### src/rtl/mem_port_arbiter.sv
// Arbitrates one single-port memory between the fetch (I) and data (D) ports of the core.
// A request is accepted when x_ready pulses; exactly one x_rvalid pulse later returns its response.
module mem_port_arbiter #(
   parameter int WORD_LEN = 32
) (
   input  logic                clk,
   input  logic                rst_n,
   input  logic                i_req,
   input  logic [WORD_LEN-1:0] i_addr,
   output logic                i_ready,
   output logic                i_rvalid,
   output logic [WORD_LEN-1:0] i_rdata,
   input  logic                d_req,
   input  logic [WORD_LEN-1:0] d_addr,
   input  logic                d_wen,
   input  logic [WORD_LEN-1:0] d_wdata,
   output logic                d_ready,
   output logic                d_rvalid,
   output logic [WORD_LEN-1:0] d_rdata,
   output logic                mem_valid,
   output logic [WORD_LEN-1:0] mem_addr,
   output logic                mem_wen,
   output logic [WORD_LEN-1:0] mem_wdata,
   input  logic                mem_ready,
   input  logic                mem_rvalid,
   input  logic [WORD_LEN-1:0] mem_rdata
);

   typedef enum logic [1:0] {
      IDLE  = 2'd0,
      ISSUE = 2'd1,
      WAIT  = 2'd2,
      RESP  = 2'd3
   } state_t;

   state_t              state;
   state_t              state_nxt;
   logic                owner_d;
   logic                last_d;
   logic                win_d;
   logic                accept;
   logic                wen_q;
   logic [WORD_LEN-1:0] addr_q;
   logic [WORD_LEN-1:0] wdata_q;
   logic [WORD_LEN-1:0] i_rdata_q;
   logic [WORD_LEN-1:0] d_rdata_q;

   // On a conflict the port that did not win last time gets the memory.
   always_comb begin
      win_d = 1'b0;
      if (i_req && d_req) begin
         win_d = !last_d;
      end else begin
         win_d = d_req;
      end
   end

   assign accept  = (state == IDLE) && (i_req || d_req);
   assign i_ready = accept && !win_d && rst_n;
   assign d_ready = accept && win_d && rst_n;

   always_comb begin
      state_nxt = state;
      case (state)
         IDLE:    if (i_req || d_req) state_nxt = ISSUE;
         ISSUE:   if (mem_ready)      state_nxt = WAIT;
         WAIT:    if (mem_rvalid)     state_nxt = RESP;
         RESP:                        state_nxt = IDLE;
         default:                     state_nxt = IDLE;
      endcase
   end

   always_ff @(posedge clk or negedge rst_n) begin
      if (!rst_n) begin
         state     <= IDLE;
         owner_d   <= 1'b0;
         last_d    <= 1'b1;
         addr_q    <= '0;
         wen_q     <= 1'b0;
         wdata_q   <= '0;
         i_rdata_q <= '0;
         d_rdata_q <= '0;
      end else begin
         state <= state_nxt;
         if (accept) begin
            owner_d <= win_d;
            last_d  <= win_d;
            addr_q  <= win_d ? d_addr : i_addr;
            wen_q   <= win_d && d_wen;
            wdata_q <= win_d ? d_wdata : '0;
         end
         // Only the owner's data register moves; the other port keeps its last response.
         if ((state == WAIT) && mem_rvalid) begin
            if (owner_d) begin
               d_rdata_q <= wen_q ? '0 : mem_rdata;
            end else begin
               i_rdata_q <= wen_q ? '0 : mem_rdata;
            end
         end
      end
   end

   assign mem_valid = (state == ISSUE);
   assign mem_addr  = addr_q;
   assign mem_wen   = wen_q;
   assign mem_wdata = wdata_q;

   assign i_rvalid  = (state == RESP) && !owner_d;
   assign d_rvalid  = (state == RESP) && owner_d;
   assign i_rdata   = i_rdata_q;
   assign d_rdata   = d_rdata_q;

endmodule
### config.mk
export PLATFORM = sky130hd
export DESIGN_NAME = mem_port_arbiter
export DESIGN_NICKNAME = d
export VERILOG_FILES = /design/src/rtl/mem_port_arbiter.sv
export SDC_FILE = /design/constraint.sdc
export NUM_CORES = 1
export LEC_CHECK = 0
export CAP_MARGIN = 20
export CORE_MARGIN = 2
export CORE_UTILIZATION = 40
export CTS_CLUSTER_SIZE = 14
export DETAILED_ROUTE_END_ITERATION = 10
export GPL_TIMING_DRIVEN = 1
export PLACE_DENSITY = 0.81
export SYNTH_ARGS = -nofsm -noshare
export SYNTH_HDL_FRONTEND = slang
export SYNTH_SLANG_ARGS = --single-unit
### constraint.sdc
create_clock -name clk -period 2.1 [get_ports clk]
set_input_delay 0.21 -clock clk [delete_from_list [all_inputs] [get_ports clk]]
set_output_delay 0.21 -clock clk [all_outputs]
set_load 0.01 [all_outputs]
# Word level (Yosys, flattened, before mapping)

Index checks and enable logic that the tools add are counted.

Word-level logic and storage cells: 41
Bits of input ports: 135
Output and inout port bits: 134
Bits in registers: 133

Bitwise gates (word level): 1
Reduce and logical (&&, ||, !) cells: 18
Eq/ne operators: 6
Multiplexer cells: 8

Operators by type and width:

| kind                 | number |
|---|---|
| $mux W32             | 3 |
| $logic_and A1 B1 Y1  | 10 |
| $pmux W2 S4          | 1 |
| $mux W2              | 3 |
| $eq A2 B2 Y1 const B | 2 |
| $ne A2 B1 Y1 const B | 2 |
| $reduce_and A2 Y1    | 2 |
| $logic_not A1 Y1     | 3 |
| $reduce_and A3 Y1    | 1 |
| $eq A2 B1 Y1 const B | 1 |
| $logic_not A2 Y1     | 1 |
| $ne A2 B2 Y1 const B | 1 |
| $logic_or A1 B1 Y1   | 1 |
| $mux W1              | 1 |
| $not A1 Y1           | 1 |

# Depth between registers and ports, before layout

Depth after elaboration: 5
Mapped depth: 7
Mapped depth without buffers: 5

# Least setup slack after synthesis

Ideal clock, no wire load.

Kind: register to output
Start: register state[0]
End: output d_ready
Buffers on the path: 2
Data required time: 1890 ps
Arrival time: 1374 ps
Cell stages (with the launch flop): 8
Path slack: 516 ps
Path through: dfrtp_1 > inv_1 > ha_1 > nand2_1 > a21oi_2 > buf_6 > buf_6 > and2_1

Longest elaborated chain between the ends: 4

Ends and longest elaborated chain:

| element                           | RTL line | text |
|---|---|---|
| start, declared                   | 36       | `state_t state;` |
| start signal, assigned            | 84       | `state <= state_nxt;` |
| $logic_not A2 Y1                  | 58       | `assign accept = (state == IDLE) && (i_req \|\| d_req);` |
| $logic_and A1 B1 Y1               | 58       |  |
| $logic_and A1 B1 Y1 (2 in series) | 60       | `assign d_ready = accept && win_d && rst_n;` |
| end, declared                     | 17       | `output logic d_ready,` |

No other way between the ends.

# Worst setup path after layout

Ends and elaborated chain as after synthesis.

==> results.md <==
- Fraction of registers with async set or reset after synthesis: 100%
- Combinational family with the most area after synthesis: compound AO/OA/AOI/OAI gates
- Number of buffers inserted during clock tree synthesis: 17
- First-iteration detailed-routing DRC count: 465
- Htree depth: 4
- Post-synthesis cell count: 448
- Fill cell total of the finished layout: 948
- Adder and majority cell fraction of the synthesized area: 0.952%
- Synth unique cells: 24
- Total half-perimeter wirelength after legalization and detailed placement: 11200 µm
- Number of buffers on the longest clock path: 2
- Total congestion overflow after global routing: 0
- Time the final worst path needs with I/O delays and setup: 2.00 ns
- Setup Total Neg Slack: 0 ns
- Initial standard-cell utilization of the core: 41.3%
- Buffers added on ports: 268
- GP Congestion: 0.778
- Post-Place Cell Area: 8140 µm²
- Core ar.: 12700 µm²
- Maximum number of pins on one net before global-route repair: 68
- Xor and xnor fraction of the mapped netlist area: 0%
- Via total after detailed routing: 4544
- Number of clock sinks: 133
- Most frequently used flop master after synthesis: dfrtp_1
- Number of remaining DRC errors: 0
- Clock transition at the register clock pins on the worst setup and hold paths after CTS: 0.06 ns
- Pwr Density: 1520 nW/µm²
- Mean instance size in the synthesized netlist: 11.7 µm²
- CP startpoint kind: flop
- Worst endpoint data arrival time: 1.79 ns
- Sequential cell area fraction in the yosys report: 63.3%
- Slew @ Worst Pin: 0.832 ns
- Result of the run: complete, no violations
- Required time of the critical path: 1.89 ns
- Simple logic cell fraction of the synthesized area: 13.2%
- Area of the multi-input gates: 1790 µm²
- Worst path max stage delay: 0.41 ns
- Sum of buffers and inverters on the critical path: 2
- Crit Path Max Fanout: 5
- Series of cell instances along the critical path: inv_1, ha_4, nand2_1, a21oi_4, and2_1, dlygate4sd2_1
- Chip height: 119 µm
- Die ar.: 14100 µm²
- Count of warnings emitted by yosys: 0
- Worst IR Drop VDD: 748 µV
- Share of the clock period used by the worst path: 95.3%
- Met1 demand-to-capacity share in global routing: 26.6%
- Count of pins on the block boundary: 269
- Synth-to-layout area growth: 65.7%
- Syn nets: 587
- Yosys reg bits: 133
- Tot GR Track Use: 22.5%
- Root cell of the clock tree: clkbuf_16
- Via count of the first global-routing pass: 4855
- Most common cell after layout, fill and taps aside: clkdlybuf4s50_1
- Register-to-Register Path Depth: 6
- Die Span X: 119 µm
- Commonest cells after routing, fill and taps aside: clkdlybuf4s50_1 (265), dfrtp_1 (132), nand2_1 (66)
- TritonCTS clock tree: built
- Fin util: 68.5%
- Max Clk Rate: 500 MHz
- Number of antenna cells inserted: 0
- Synth Area in Compound Gates: 18.9%
- Crit end category: output pin
- Share of post-route cells with drive strength above 1: 7.14%
- Flop2flop setup slack: 0.17 ns
- Proportion of synthesized area in mux cells: 0.214%
- ANT nets after route: 0
- Cell family with most CP delay: buffers and inverters
- Pleak: 3.79 nW
- Post-route design area: 8710 µm²
- Number of synthesized flops with an enable pin: 0
- R2r endpoint: mem_addr[14]
- Maximum Capacitance Violations: 0
- Critical setup path kind: flop to output pin
- Worst hold path class: primary input to asynchronous set/reset pin
- Relative slew slack: 44.5%
- Final #Nets: 854
- Crit path max-delay cell type: dfrtp_1
- Unrepaired setup endpoints after global routing: false
- Total wire length: 15700 µm
- Wire per inst: 17.4 µm
- Hold violation count in the final report: 0
- Final Slew Violations: 0
- Mapped Area: 5260 µm²
- Met2 usage: 38.8%
- Post-detailed-route via-to-cell ratio: 5.05
- Critical R2R Launch: state[0]
- Iteration count of the initial detailed-routing pass: 5
- Final setup violating endpoints: 0
- Initial antenna violation count: 0
- M3 GR Usage: 6.90%
- Number of standard-cell rows in the floorplan: 41
- Wire length of the first global-routing pass: 24900 µm
- Sequential cell area: 3330 µm²
- Worst-Skew Late Latency: 0.41 ns
- Busiest layer in global routing: met2
- Final clock skew: 0.00826 ns
-- kinds of logic after synthesis --
logic type / after synthesis
and+or+nand+nor: 138
DFF: 133
buffers and inverters: 36
adders and majority gates: 4
muxes: 1
AOI/OAI and AO/OA: 136
-- timing repair --
action / 4_1_cts / 5_1_grt
cloned: 0 / 0
hold buffers: 1 / 0
endpoints found under the hold margin: 29 / 0
resized for setup: 4 / 1
endpoints found under the setup margin: 2 / 2
setup buffers: 0 / 0
-- Yosys cell counts (3+ instances only) --
library cell | n | area share [%]
a221o_1 | 32 | 6.1
buf_2 | 18 | 1.7
o21ai_1 | 65 | 6.2
a22o_1 | 33 | 5.5
nand2b_1 | 32 | 3.8
clkbuf_1 | 11 | 0.79
dfrtp_1 | 132 | 63
buf_6 | 3 | 0.64
and2_0 | 32 | 3.8
nand2_1 | 66 | 4.7
ha_1 | 4 | 0.95
and2_1 | 3 | 0.36
inv_1 | 3 | 0.21
-- worst max path at each step --
| stage | endpoint | cells past startpoint | from | slack [ns] |
|---|---|---|---|---|
| after floorplan | d_ready | 7 | state[0] | 0.52 |
| after global placement | d_ready | 6 | state[0] | 0.17 |
| final | d_ready | 6 | state[0] | 0.1 |
| after detailed placement | mem_addr[30] | 6 | state[1] | 0.07 |
| after global routing | d_ready | 6 | state[0] | 0.02 |
| after CTS | d_ready | 6 | state[0] | 0.09 |
-- report_power, final --
group	total, mW	leakage (nW)	internal (mW)	switching (mW)
Clock	2.76	0.263	1.64	1.13
Sequential	4.50	1.69	3.78	0.720
Combinational	5.94	1.84	3.38	2.56
Total	13.2	3.79	8.80	4.41
-- area by class of cell --
| cell class | count | share of cell area, % |
|---|---|---|
| clock buffers | 18 | 4.93 |
| clock inverters | 14 | 1.46 |
| inverters | 4 | 0.172 |
| multi-input cells | 279 | 20.5 |
| flip-flops and latches | 133 | 38.2 |
| well taps | 172 | 2.47 |
| repair buffers | 280 | 32.3 |
-- through the flow --
| step | setup slack, ns | total power [mW] | cells | hold slack, ns |
|---|---|---|---|---|
| 4_1_cts | 0.0878 | 13.3 | 900 | 0.281 |
| 2_1_floorplan | 0.516 | 7.06 | 448 | -0.0856 |
| 5_1_grt | 0.0171 | 14.0 | 900 | 0.303 |
| 6_report | 0.0983 | 13.2 | 900 | 0.292 |
| 3_5_place_dp | 0.0673 | 10.5 | 867 | 0.103 |
| 3_3_place_gp | 0.166 | 10.2 | 867 | 0.0980 |
-- registers in the layout (all words and copies together) (netlist names) --
| name | flops |
|---|---|
| mem_addr | 32 |
| i_rdata | 32 |
| state | 2 |
| owner_d | 1 |
| last_d | 1 |
| mem_wdata | 32 |
| d_rdata | 32 |
| mem_wen | 1 |
-- per-layer routing --
| layer | wire length [µm] | up-vias |
|---|---|---|
| li1 | - | 2121 |
| met1 | 6350 | 2176 |
| met2 | 7840 | 219 |
| met3 | 1190 | 28 |
| met4 | 322 | 0 |
| met5 | 0 | - |
Note: power is estimated with default switching activity, not from simulation.
